$ cat src/rtl/fifo_stream_pkg.sv
// fifo_stream_pkg: shared defaults and FSM state type for the FIFO stream reader
package fifo_stream_pkg;
  localparam int DEF_DATA_W = 8;
  localparam int DEF_BURST_LEN = 4;
  localparam logic [DEF_DATA_W-1:0] DEF_PAD_BYTE = 8'h00;
  typedef enum logic [1:0] {IDLE, RUN, PAD} state_t;
endpackage

$ cat src/rtl/fifo_stream_reader_if.sv
// fifo_stream_reader_if: FIFO read port plus valid/ready burst stream of the reader
interface fifo_stream_reader_if import fifo_stream_pkg::*; #(parameter int DW = DEF_DATA_W);
  logic fifo_empty, fifo_rd_en, flush, m_valid, m_ready, m_last, m_pad, busy;
  logic [DW-1:0] fifo_dout, m_data;
  modport master(
    input fifo_empty, fifo_dout, flush, m_ready,
    output fifo_rd_en, m_data, m_valid, m_last, m_pad, busy
  );
  modport slave(
    output fifo_empty, fifo_dout, flush, m_ready,
    input fifo_rd_en, m_data, m_valid, m_last, m_pad, busy
  );
endinterface

$ cat src/rtl/skid_buf2.sv
// skid_buf2: 2-entry register FIFO; head is the oldest entry
module skid_buf2 #(parameter int W = 8) (
  input  logic         clk,
  input  logic         rst_n,
  input  logic         push,
  input  logic         pop,
  input  logic [W-1:0] din,
  output logic [W-1:0] head,
  output logic [1:0]   occ
);
  logic [W-1:0] tail;
  always_ff @(posedge clk or negedge rst_n)
    if (!rst_n) begin
      head <= '0;
      tail <= '0;
      occ  <= '0;
    end else begin
      head <= (push && (occ == 2'd0 || (pop && occ == 2'd1))) ? din : pop ? tail : head;
      tail <= (push && (pop ? occ == 2'd2 : occ == 2'd1)) ? din : tail;
      occ  <= occ + {1'b0, push} - {1'b0, pop};
    end
endmodule

$ cat src/rtl/fifo_stream_reader.sv
// fifo_stream_reader: drains a byte FIFO into a fixed-length burst stream, padding on flush
module fifo_stream_reader import fifo_stream_pkg::*; #(
  parameter int                DATA_W    = DEF_DATA_W,
  parameter int                BURST_LEN = DEF_BURST_LEN,
  parameter logic [DATA_W-1:0] PAD_BYTE  = DEF_PAD_BYTE
) (
  input logic clk,
  input logic rst_n,
  fifo_stream_reader_if.master bus
);
  localparam int IW = $clog2(BURST_LEN);
  localparam logic [IW-1:0] LAST_IDX = IW'(BURST_LEN - 1);
  state_t state, state_nxt;
  logic inflight, flush_pend, flush_pend_nxt, pop, xfer, drained;
  logic [1:0] occ;
  logic [DATA_W-1:0] head;
  logic [IW-1:0] idx;
  skid_buf2 #(.W(DATA_W)) u_buf (
    .clk(clk), .rst_n(rst_n), .push(inflight), .pop(pop),
    .din(bus.fifo_dout), .head(head), .occ(occ)
  );
  assign pop = bus.m_ready && occ != 2'd0;
  // a same-cycle pop frees a slot, so reads keep streaming at one byte per cycle
  assign bus.fifo_rd_en = rst_n && !bus.fifo_empty && state != PAD &&
                          ({1'b0, occ} + {2'b0, inflight} - {2'b0, pop}) < 3'd2;
  assign bus.m_pad = state == PAD;
  assign bus.m_valid = occ != 2'd0 || bus.m_pad;
  assign bus.m_data = bus.m_pad ? PAD_BYTE : head;
  assign bus.m_last = bus.m_valid && idx == LAST_IDX;
  assign bus.busy = state != IDLE || occ != 2'd0 || inflight;
  assign xfer = bus.m_valid && bus.m_ready;
  assign drained = occ == 2'd0 && !inflight;
  always_ff @(posedge clk or negedge rst_n)
    if (!rst_n) begin
      state      <= IDLE;
      inflight   <= 1'b0;
      flush_pend <= 1'b0;
      idx        <= '0;
    end else begin
      state      <= state_nxt;
      inflight   <= bus.fifo_rd_en;
      flush_pend <= flush_pend_nxt;
      idx        <= xfer ? (idx == LAST_IDX ? '0 : idx + 1'b1) : idx;
    end
  always_comb begin
    state_nxt = state;
    flush_pend_nxt = flush_pend;
    case (state)
      IDLE: state_nxt = bus.fifo_rd_en ? RUN : IDLE;
      RUN: begin
        if (bus.flush && (idx != '0 || !drained)) flush_pend_nxt = 1'b1;
        // refilled data takes priority; only an empty pipeline may close the burst
        if (drained && !bus.fifo_rd_en) begin
          if (idx == '0) begin
            state_nxt = IDLE;
            flush_pend_nxt = 1'b0;
          end else if (flush_pend) begin
            state_nxt = PAD;
          end
        end
      end
      PAD: if (xfer && bus.m_last) begin
        state_nxt = IDLE;
        flush_pend_nxt = 1'b0;
      end
      default: state_nxt = IDLE;
    endcase
  end
endmodule

$ cat src/flat_wrapper.sv
// flat-port wrapper written by rule: the top's interface ports become plain ports
module fifo_stream_reader_flat import fifo_stream_pkg::*;
#(
  parameter int                DATA_W    = DEF_DATA_W,
  parameter int                BURST_LEN = DEF_BURST_LEN,
  parameter logic [DATA_W-1:0] PAD_BYTE  = DEF_PAD_BYTE
)
  (clk, rst_n, bus_fifo_empty, bus_fifo_dout, bus_flush, bus_m_ready, bus_fifo_rd_en, bus_m_data, bus_m_valid, bus_m_last, bus_m_pad, bus_busy);
  fifo_stream_reader_if #(.DW(8)) bus_i ();
  input logic clk;
  input logic rst_n;
  input wire logic [$bits(bus_i.fifo_empty)-1:0] bus_fifo_empty;
  input wire logic [$bits(bus_i.fifo_dout)-1:0] bus_fifo_dout;
  input wire logic [$bits(bus_i.flush)-1:0] bus_flush;
  input wire logic [$bits(bus_i.m_ready)-1:0] bus_m_ready;
  output wire logic [$bits(bus_i.fifo_rd_en)-1:0] bus_fifo_rd_en;
  output wire logic [$bits(bus_i.m_data)-1:0] bus_m_data;
  output wire logic [$bits(bus_i.m_valid)-1:0] bus_m_valid;
  output wire logic [$bits(bus_i.m_last)-1:0] bus_m_last;
  output wire logic [$bits(bus_i.m_pad)-1:0] bus_m_pad;
  output wire logic [$bits(bus_i.busy)-1:0] bus_busy;
  assign bus_i.fifo_empty = bus_fifo_empty;
  assign bus_i.fifo_dout = bus_fifo_dout;
  assign bus_i.flush = bus_flush;
  assign bus_i.m_ready = bus_m_ready;
  assign bus_fifo_rd_en = bus_i.fifo_rd_en;
  assign bus_m_data = bus_i.m_data;
  assign bus_m_valid = bus_i.m_valid;
  assign bus_m_last = bus_i.m_last;
  assign bus_m_pad = bus_i.m_pad;
  assign bus_busy = bus_i.busy;
  fifo_stream_reader #(.DATA_W(DATA_W), .BURST_LEN(BURST_LEN), .PAD_BYTE(PAD_BYTE)) u_core (.clk(clk), .rst_n(rst_n), .bus(bus_i));
endmodule
$ cat config.mk
export PLATFORM = sky130hd
export DESIGN_NAME = fifo_stream_reader_flat
export DESIGN_NICKNAME = d
export VERILOG_FILES = /design/src/rtl/fifo_stream_pkg.sv /design/src/rtl/fifo_stream_reader_if.sv /design/src/rtl/skid_buf2.sv /design/src/rtl/fifo_stream_reader.sv /design/src/flat_wrapper.sv
export SDC_FILE = /design/constraint.sdc
export NUM_CORES = 1
export LEC_CHECK = 0
export BUFFER_PORTS_ARGS = -buffer_cell sky130_fd_sc_hd__buf_2
export CAP_MARGIN = 0
export CORE_MARGIN = 5
export CORE_UTILIZATION = 49
export DETAILED_ROUTE_END_ITERATION = 8
export PLACE_DENSITY_LB_ADDON = 0.25
export REMOVE_ABC_BUFFERS = 1
export SLEW_MARGIN = 20
export SYNTH_ARGS = -nofsm -noshare
export SYNTH_HDL_FRONTEND = slang
export SYNTH_HIERARCHICAL = 1
export SYNTH_SLANG_ARGS = --single-unit
$ cat constraint.sdc
create_clock -name clk -period 2.7 [get_ports clk]
set_clock_uncertainty 0.2 [all_clocks]
set_input_delay 0.54 -clock clk [delete_from_list [all_inputs] [get_ports clk]]
set_output_delay 0.54 -clock clk [all_outputs]
set_load 0.01 [all_outputs]
==> results of run 1 <==
[power by group]
part           switching, mW  internal [mW]  total (mW)  leakage, nW
registers              0.104          0.526       0.629        0.302
clock network          0.113         0.0824       0.195       0.0210
logic                  0.480          0.677        1.16        0.567
total                  0.697           1.28        1.98        0.890
[flip-flops by register name, summed over array words and instances (netlist names)]
name and cells:
u_core/idx 2, u_core/u_buf/head 8, u_core/inflight 1, u_core/u_buf/tail 8, u_core/u_buf/occ 2, u_core/flush_pend 1
u_core/state 2
[area by class of cell]
cell class	count	area share (%)
Clock buffer	4	2.08
Inverter	9	1.94
Multi-Input combinational cell	70	42.9
Sequential cell	24	34.4
Tap cell	31	2.22
Timing Repair Buffer	42	16.4
[repair_timing]
action | in CTS | in global routing
setup endpoints to repair | 1 | 4
setup buffers | 11 | 1
pin swaps | 4 | 3
resized for setup | 11 | 3
[layout by cell type, fill, tap and decap left out, types with 2 or more instances in the layout]
cell type,Yosys,layout
and2_2,6,6
xnor2_1,3,3
and2_1,3,3
nor3_1,2,2
ha_1,5,5
a211o_1,2,2
mux2_4,8,8
nor2_1,3,3
inv_1,7,7
clkbuf_4,1,3
buf_4,0,8
dfrtp_1,24,24
or3_1,2,2
buf_6,2,9
buf_2,0,25
mux2_2,18,18
inv_2,2,2
[final timing paths]
path | start | to | slack, ns | cells past startpoint
worst min register to register | u_core/state[1]$_DFFE_PN0P_ | u_core/state[0]$_DFFE_PN0P_ | 0.30 | 1
worst max-delay path | u_core/u_buf/occ[0]$_DFF_PN0_ | bus_fifo_rd_en | -0.34 | 8
min in group clk | bus_fifo_dout[0] | u_core/u_buf/head[0]$_DFFE_PN0P_ | 0.26 | 2
worst min-delay path | rst_n | u_core/flush_pend$_DFFE_PN0P_ | 0.01 | 2
max in group asynchronous | rst_n | u_core/u_buf/head[3]$_DFFE_PN0P_ | 2.05 | 2
worst max register to register | u_core/u_buf/occ[0]$_DFF_PN0_ | u_core/inflight$_DFF_PN0_ | -0.17 | 15
[kinds of logic (layout without fill, tap and decap cells)]
group,after synthesis,after routing
XOR/XNOR,3,3
flip-flops,24,24
adder cells (fa/ha/maj),6,6
buffers and inverters,12,55
AO/OA/AOI/OAI,10,10
multiplexers,26,26
AND/OR/NAND/NOR,25,25
[metrics by stage]
| step | hold WS [ns] | cells | utilization (%) | area (µm²) | worst slack, ns |
|---|---|---|---|---|---|
| 2_1_floorplan | 0.0444 | 103 | - | 1350 | -0.299 |
| 3_3_place_gp | 0.262 | 165 | 57.0 | 1560 | -0.177 |
| 3_5_place_dp | 0.281 | 165 | 57.0 | 1560 | -0.234 |
| 4_1_cts | 0.0140 | 180 | 63.0 | 1720 | -0.328 |
| 5_1_grt | 0.00821 | 180 | 63.8 | 1740 | -0.456 |
| 6_report | 0.0120 | 180 | 63.8 | 1740 | -0.337 |
[routing by layer]
metal | track usage, % | up-vias | routed length, µm | part of all wire [%]
li1 | - | 459 | - | -
met1 | 17.5 | 476 | 1080 | 40
met2 | 27.9 | 24 | 1470 | 54
met3 | 3.55 | 4 | 132 | 4.9
met4 | 6.63 | 0 | 27 | 0.99
met5 | 0 | - | 0 | 0
[worst register-to-register path: stages, from the launching register on]
cell      delay, ns
dfrtp_1        0.42
o21a_1         0.21
ha_1           0.28
nand2b_4       0.14
fa_1           0.44
nor2b_4        0.14
nand4_2        0.07
inv_1          0.05
buf_4          0.12
buf_6          0.10
buf_6          0.10
buf_6          0.10
buf_6          0.10
buf_6          0.10
buf_6          0.10
buf_6          0.10
==> metrics.txt, run 1 <==
number of synthesized register bits=24; ratio of final minimum period to clock period=112%; Post-synth top flop=dfrtp_1; Final Net Count=169; gate family responsible for the most delay along the worst path=adder cells; cell type with the highest aggregate area in the netlist=dfrtp_1; status=finished, violations left; required time at the worst-slack endpoint=just under 2 ns; share of Yosys cell area claimed by the top area cell type=a little over two fifths; number of top-level pins=26; Die Footprint=slightly below 4000 µm²; number of distinct library cells after synthesis=32; async set or reset register ratio after synthesis=100%; Total Routed Length=~2700 µm; number of buffer and inverter stages on the critical path=2; largest family of logic cells by synthesized area=multiplexers; layout overhead on the synthesized area=26.4%; area inside the core boundary=between 2000 and 3000 µm²; worst path arrival time=between 2 and 2.5 ns; clock latency of the later-clocked register in the worst-skew pair=approximately 0.31 ns; Mapped Area=roughly 1400 µm²; Min Clock Period, post-route=3.04 ns; maximum cell stage delay along the critical path=~0.5 ns; violations in the final reports=negative setup slack; Iter 0 DRT Violations=between 40 and 50; headroom to the max-slew limit=about two thirds; clock-pin slew reported for the worst setup and hold paths after clock tree synthesis=0.14 ns; number of slew-limit violations in the final report=0; post-route setup TNS=-0.527 ns; multiplexer share of the synthesized area=23.4%; length of the first detailed-routing pass in iterations=4; total number of clock tree sinks=24; number of synthesized flops with an enable pin=0; ranking of synthesized cells by instance count=24 x dfrtp_1, 18 x mux2_2, 8 x mux2_4; std cell rows=19; total power consumption of the routed design=1.98 mW; mean number of vias per cell=5.35; complex-gate fraction of the synthesized area=8.25%; Setup Crit Path Kind=flop to primary output; master cell of the clock root buffer=clkbuf_4; largest net degree at the start of global routing=25; nature of the critical path endpoint=primary output; path type of the worst min-delay path=primary input to asynchronous set/reset pin; maximum level of the CTS H-tree=1; drt drc=0; Chip Width=63.1 µm; total of fill cells in the finished design=between 200 and 250; post-synthesis share of cell area spent on and, or, nand and nor gates=between 10% and 20%; most area-consuming cells after synthesis=dfrtp_1 44%, mux2_2 15%, mux2_4 8.7%, ha_1 4.5%, and2_2 3.3%; RSZ-0062 raised after global routing=yes; HPWL after DPL=around 1800 µm; post-synthesis area per instance=13.0 µm²; max-capacitance violation count=0; post-layout worst setup margin=-0.337 ns; CTS tree=yes; total of buffers placed on input and output ports=25; via count of the first global-routing pass=approximately 1100; Cell Pwr Density=approximately 1100 nW/µm²; antenna fix cells=0; Starting Density=slightly above 50%; total grt overflow=0; number of vias after detailed routing=around 960; worst voltage drop across the vdd grid=792 µV; endpoints failing hold=0; cell breakdown of the critical path=o21a_1 > ha_1 > nand2b_4 > fa_1 > nor2b_4 > nand4_2 > inv_1 > buf_2; antenna violations before repair=0; CTS Buffer Depth=2; fraction of the mapped netlist area in adder cells=between 5 and 6%; crit path max fanout=2; area of the multi-input gates=between 700 and 800 µm²; total CTS buffers=3; Final setup viols=3; leakage power=just under 0.9 nW; most common cell in the synthesized netlist=dfrtp_1; sequential element share of the synthesized area=43.5%; mean routed wirelength per cell=around 15 µm; last weighted congestion value of the routability-driven placer=0.760; sort of element at the start of the critical path=flop; share of layout cells above drive strength 1=59.1%; parity-gate share of the synthesized area counting xor and xnor cells=1.90%; cell with the biggest individual delay on the critical path=fa_1; sequential cell area in the final layout=between 600 and 700 µm²; overall die height=63.1 µm; synthesized netlist cell count=around 110; first-pass GRT wire length=about 4900 µm; number of routed nets with antenna violations=0; transition time at the pin with the least slew margin=about 0.51 ns; Max Fclk=around 330 MHz; yosys synthesis warning count=6; Hold Buf Count CTS=0; GRT Overall Usage=roughly 16%
No activity file was read; power rests on OpenSTA's default activity.
==> inputs of run 2 (changes only) <==
--- a/config.mk
+++ b/config.mk
@@ -8,12 +8,11 @@
 export BUFFER_PORTS_ARGS = -buffer_cell sky130_fd_sc_hd__buf_2
 export CAP_MARGIN = 0
 export CORE_MARGIN = 5
-export CORE_UTILIZATION = 49
+export CORE_UTILIZATION = 48
 export DETAILED_ROUTE_END_ITERATION = 8
 export PLACE_DENSITY_LB_ADDON = 0.25
 export REMOVE_ABC_BUFFERS = 1
 export SLEW_MARGIN = 20
 export SYNTH_ARGS = -nofsm -noshare
 export SYNTH_HDL_FRONTEND = slang
-export SYNTH_HIERARCHICAL = 1
 export SYNTH_SLANG_ARGS = --single-unit
==> run 2 against run 1 <==
The flow still finishes with violations (negative setup slack); sequential share of layout area grew 0.71 points; clock power increased by 36%; cell area is 2.0% lower; sequential power fell by 1%; die area down 4.3%; utilization grew 4.0 points; critical endpoint unchanged.
==> metrics.txt, run 2 <==
ratio of final minimum period to clock period=110%; worst voltage drop across the vdd grid=roughly 800 µV; post-layout worst setup margin=-0.279 ns; minimum setup slack among reg-to-reg paths=-0.05 ns; headroom to the max-slew limit=about 69%; async set or reset register ratio after synthesis=between 90% and 100%; number of top-level pins=26; antenna fix cells=0; number of synthesized flops with an enable pin=0; Final Net Count=164; placed instance count=around 160; status=finished, violations left; number of routed nets with antenna violations=0; Starting Density=approximately half; overall die height=around 62 µm; Post-synth top flop=dfrtp_1; via count of the first global-routing pass=between 900 and 1000; yosys synthesis warning count=0; Final setup viols=2; first-pass GRT wire length=4570 µm; GRT Overall Usage=approximately 17%; reg2reg end=u_core.inflight$_DFF_PN0_; total of buffers placed on input and output ports=25; Chip Width=slightly above 60 µm; area inside the core boundary=about 2500 µm²; std cell rows=18; first element of the critical path=u_core.u_buf.occ[1]$_DFF_PN0_; number of synthesized register bits=24; last weighted congestion value of the routability-driven placer=around 0.86; clock-pin slew reported for the worst setup and hold paths after clock tree synthesis=between 0.1 and 0.15 ns; transition time at the pin with the least slew margin=between 0.4 and 0.5 ns; Iter 0 DRT Violations=32; HPWL after DPL=a little under 2000 µm; required time at the worst-slack endpoint=1.96 ns; number of vias after detailed routing=roughly 950; final standard cell count with taps included and fillers excluded=approximately 180; antenna violations before repair=0; nature of the critical path endpoint=primary output; total CTS buffers=3; post-route setup TNS=-0.331 ns; crit path max fanout=2; cell type with the highest aggregate area in the netlist=dfrtp_1; length of the first detailed-routing pass in iterations=4; clock latency of the later-clocked register in the worst-skew pair=between 0.3 and 0.4 ns; leakage power=~0.86 nW; most area-consuming cells after synthesis=dfrtp_1 47%, mux2_4 9.4%, mux2_2 8.8%, mux2_1 7.0%, nor2b_1 4.9%; RSZ-0062 raised after global routing=yes; commonest cells after routing, fill and taps aside=24 x buf_2, 24 x dfrtp_1, 17 x buf_4; most common cell in the synthesized netlist=dfrtp_1; maximum level of the CTS H-tree=1; sequential element share of the synthesized area=between 40% and 50%; Mapped Area=approximately 1300 µm²; endpoints failing hold=0; Max Fclk=around 340 MHz; ranking of synthesized cells by instance count=24 x dfrtp_1, 10 x mux2_2, 10 x nor2b_1; number of slew-limit violations in the final report=0; violations in the final reports=negative setup slack; Cell Pwr Density=between 1000 and 1500 nW/µm²; max-capacitance violation count=0; CTS tree=yes; Setup Crit Path Kind=flop to primary output; mean number of vias per cell=approximately 5.4; total grt overflow=0; layout overhead on the synthesized area=33.1%; drt drc=0; Min Clock Period, post-route=~3.0 ns; CTS Buffer Depth=2; path type of the worst min-delay path=primary input to asynchronous set/reset pin; largest net degree at the start of global routing=26; master cell of the clock root buffer=clkbuf_4; end point of the critical path=bus_fifo_rd_en; Total Routed Length=2910 µm; number of distinct library cells after synthesis=30; Worst R2R Start=u_core.u_buf.occ[1]$_DFF_PN0_; Worst Reg-to-Reg Cells=14; sort of element at the start of the critical path=flop; post-synthesis area per instance=roughly 13 µm²; total number of clock tree sinks=24; registers with the highest flip-flop counts=u_core.u_buf.head (8), u_core.u_buf.tail (8); worst path arrival time=2.24 ns; synthesized netlist cell count=roughly 100; share of layout cells above drive strength 1=between 50% and 60%; Die Footprint=between 3000 and 4000 µm²; share of Yosys cell area claimed by the top area cell type=a little under half; mean routed wirelength per cell=between 15 and 20 µm
## run 2: cell types whose count changed after synthesis, sizes merged, moves of 2 or more
cell   previous run  this run
and2              9         2
nand3             0         3
ha                5         3
or3               3         1
a211o             2         0
nor2b             1        10
nand2             1         4
xnor2             3         0
inv               9         5
o21ai             0         2
## run 2: worst min-delay path by stage
stage	start	endpoint	cells after the start
6_report	rst_n	u_core.flush_pend$_DFFE_PN0P_	2
5_1_grt	rst_n	u_core.u_buf.head[1]$_DFFE_PN0P_	2
4_1_cts	rst_n	u_core.u_buf.head[1]$_DFFE_PN0P_	2
3_5_place_dp	u_core.u_buf.tail[0]$_DFFE_PN0P_	u_core.u_buf.tail[0]$_DFFE_PN0P_	1
3_3_place_gp	u_core.u_buf.tail[7]$_DFFE_PN0P_	u_core.u_buf.tail[7]$_DFFE_PN0P_	1
2_1_floorplan	rst_n	u_core.flush_pend$_DFFE_PN0P_	0
## run 2: where the power goes
part / leakage, nW / total, mW / internal (mW) / switching [mW]
clock: 0.0279 / 0.266 / 0.150 / 0.115
combinational: 0.524 / 1.05 / 0.573 / 0.479
sequential: 0.303 / 0.620 / 0.518 / 0.102
total: 0.855 / 1.94 / 1.24 / 0.696
## run 2: cells by family (layout without fill, tap and decap cells)
| group | after synthesis | count (layout) | share of synthesized area, % |
|---|---|---|---|
| compound gates | 9 | 9 | 6.82 |
| xor+xnor | 1 | 1 | 0.682 |
| fa+ha+maj | 4 | 4 | 4.48 |
| buf+inv | 8 | 52 | 2.53 |
| flops | 24 | 24 | 46.8 |
| mux | 26 | 26 | 25.1 |
| simple gates | 30 | 30 | 13.5 |
## run 2: area by class of cell
class	instances	area (µm²)
fillers	195	813
multi-input cells	70	729
flip-flops and latches	24	601
repair buffers	43	270
well taps	30	37.5
clock inverters	1	30.0
clock buffers	3	22.5
inverters	5	18.8
## run 2: stage by stage
stage / hold WS [ns] / cell area, µm² / total power [mW] / utilization (%) / setup slack, ns
2_1_floorplan: 0.0444 / 1270 / 1.18 / - / -0.132
3_3_place_gp: 0.273 / 1500 / 1.41 / 59.5 / -0.140
3_5_place_dp: 0.286 / 1500 / 1.46 / 59.5 / -0.209
4_1_cts: 0.0289 / 1630 / 1.83 / 64.7 / -0.301
5_1_grt: 0.0512 / 1710 / 2.08 / 67.8 / -0.357
6_report: 0.0474 / 1710 / 1.94 / 67.8 / -0.279
## run 2: timing repair
item / in CTS / in global routing
setup endpoints to repair: 1 / 2
pin swaps: 6 / 8
resized for setup: 9 / 9
buffers inserted: 6 / 3
hold buffers: 0 / 0
## run 2: metal layers
metal | GRT usage [%] | vias to the layer above | share of wire, %
met3 | 5.79 | 2 | 5.5
met5 | 0 | - | 0
met1 | 19.5 | 481 | 39
li1 | - | 446 | -
met2 | 29.1 | 23 | 55
met4 | 3.64 | 0 | 0.34
## run 2: worst max-delay path, stage by stage, from the launching register on
cell and delay (ns):
dfrtp_1 0.45, o21ai_4 0.19, or2_4 0.16, nand2_4 0.05, ha_4 0.15, fa_2 0.38
xor2_4 0.21, nand3_4 0.10, nor2_4 0.12, buf_6 0.11
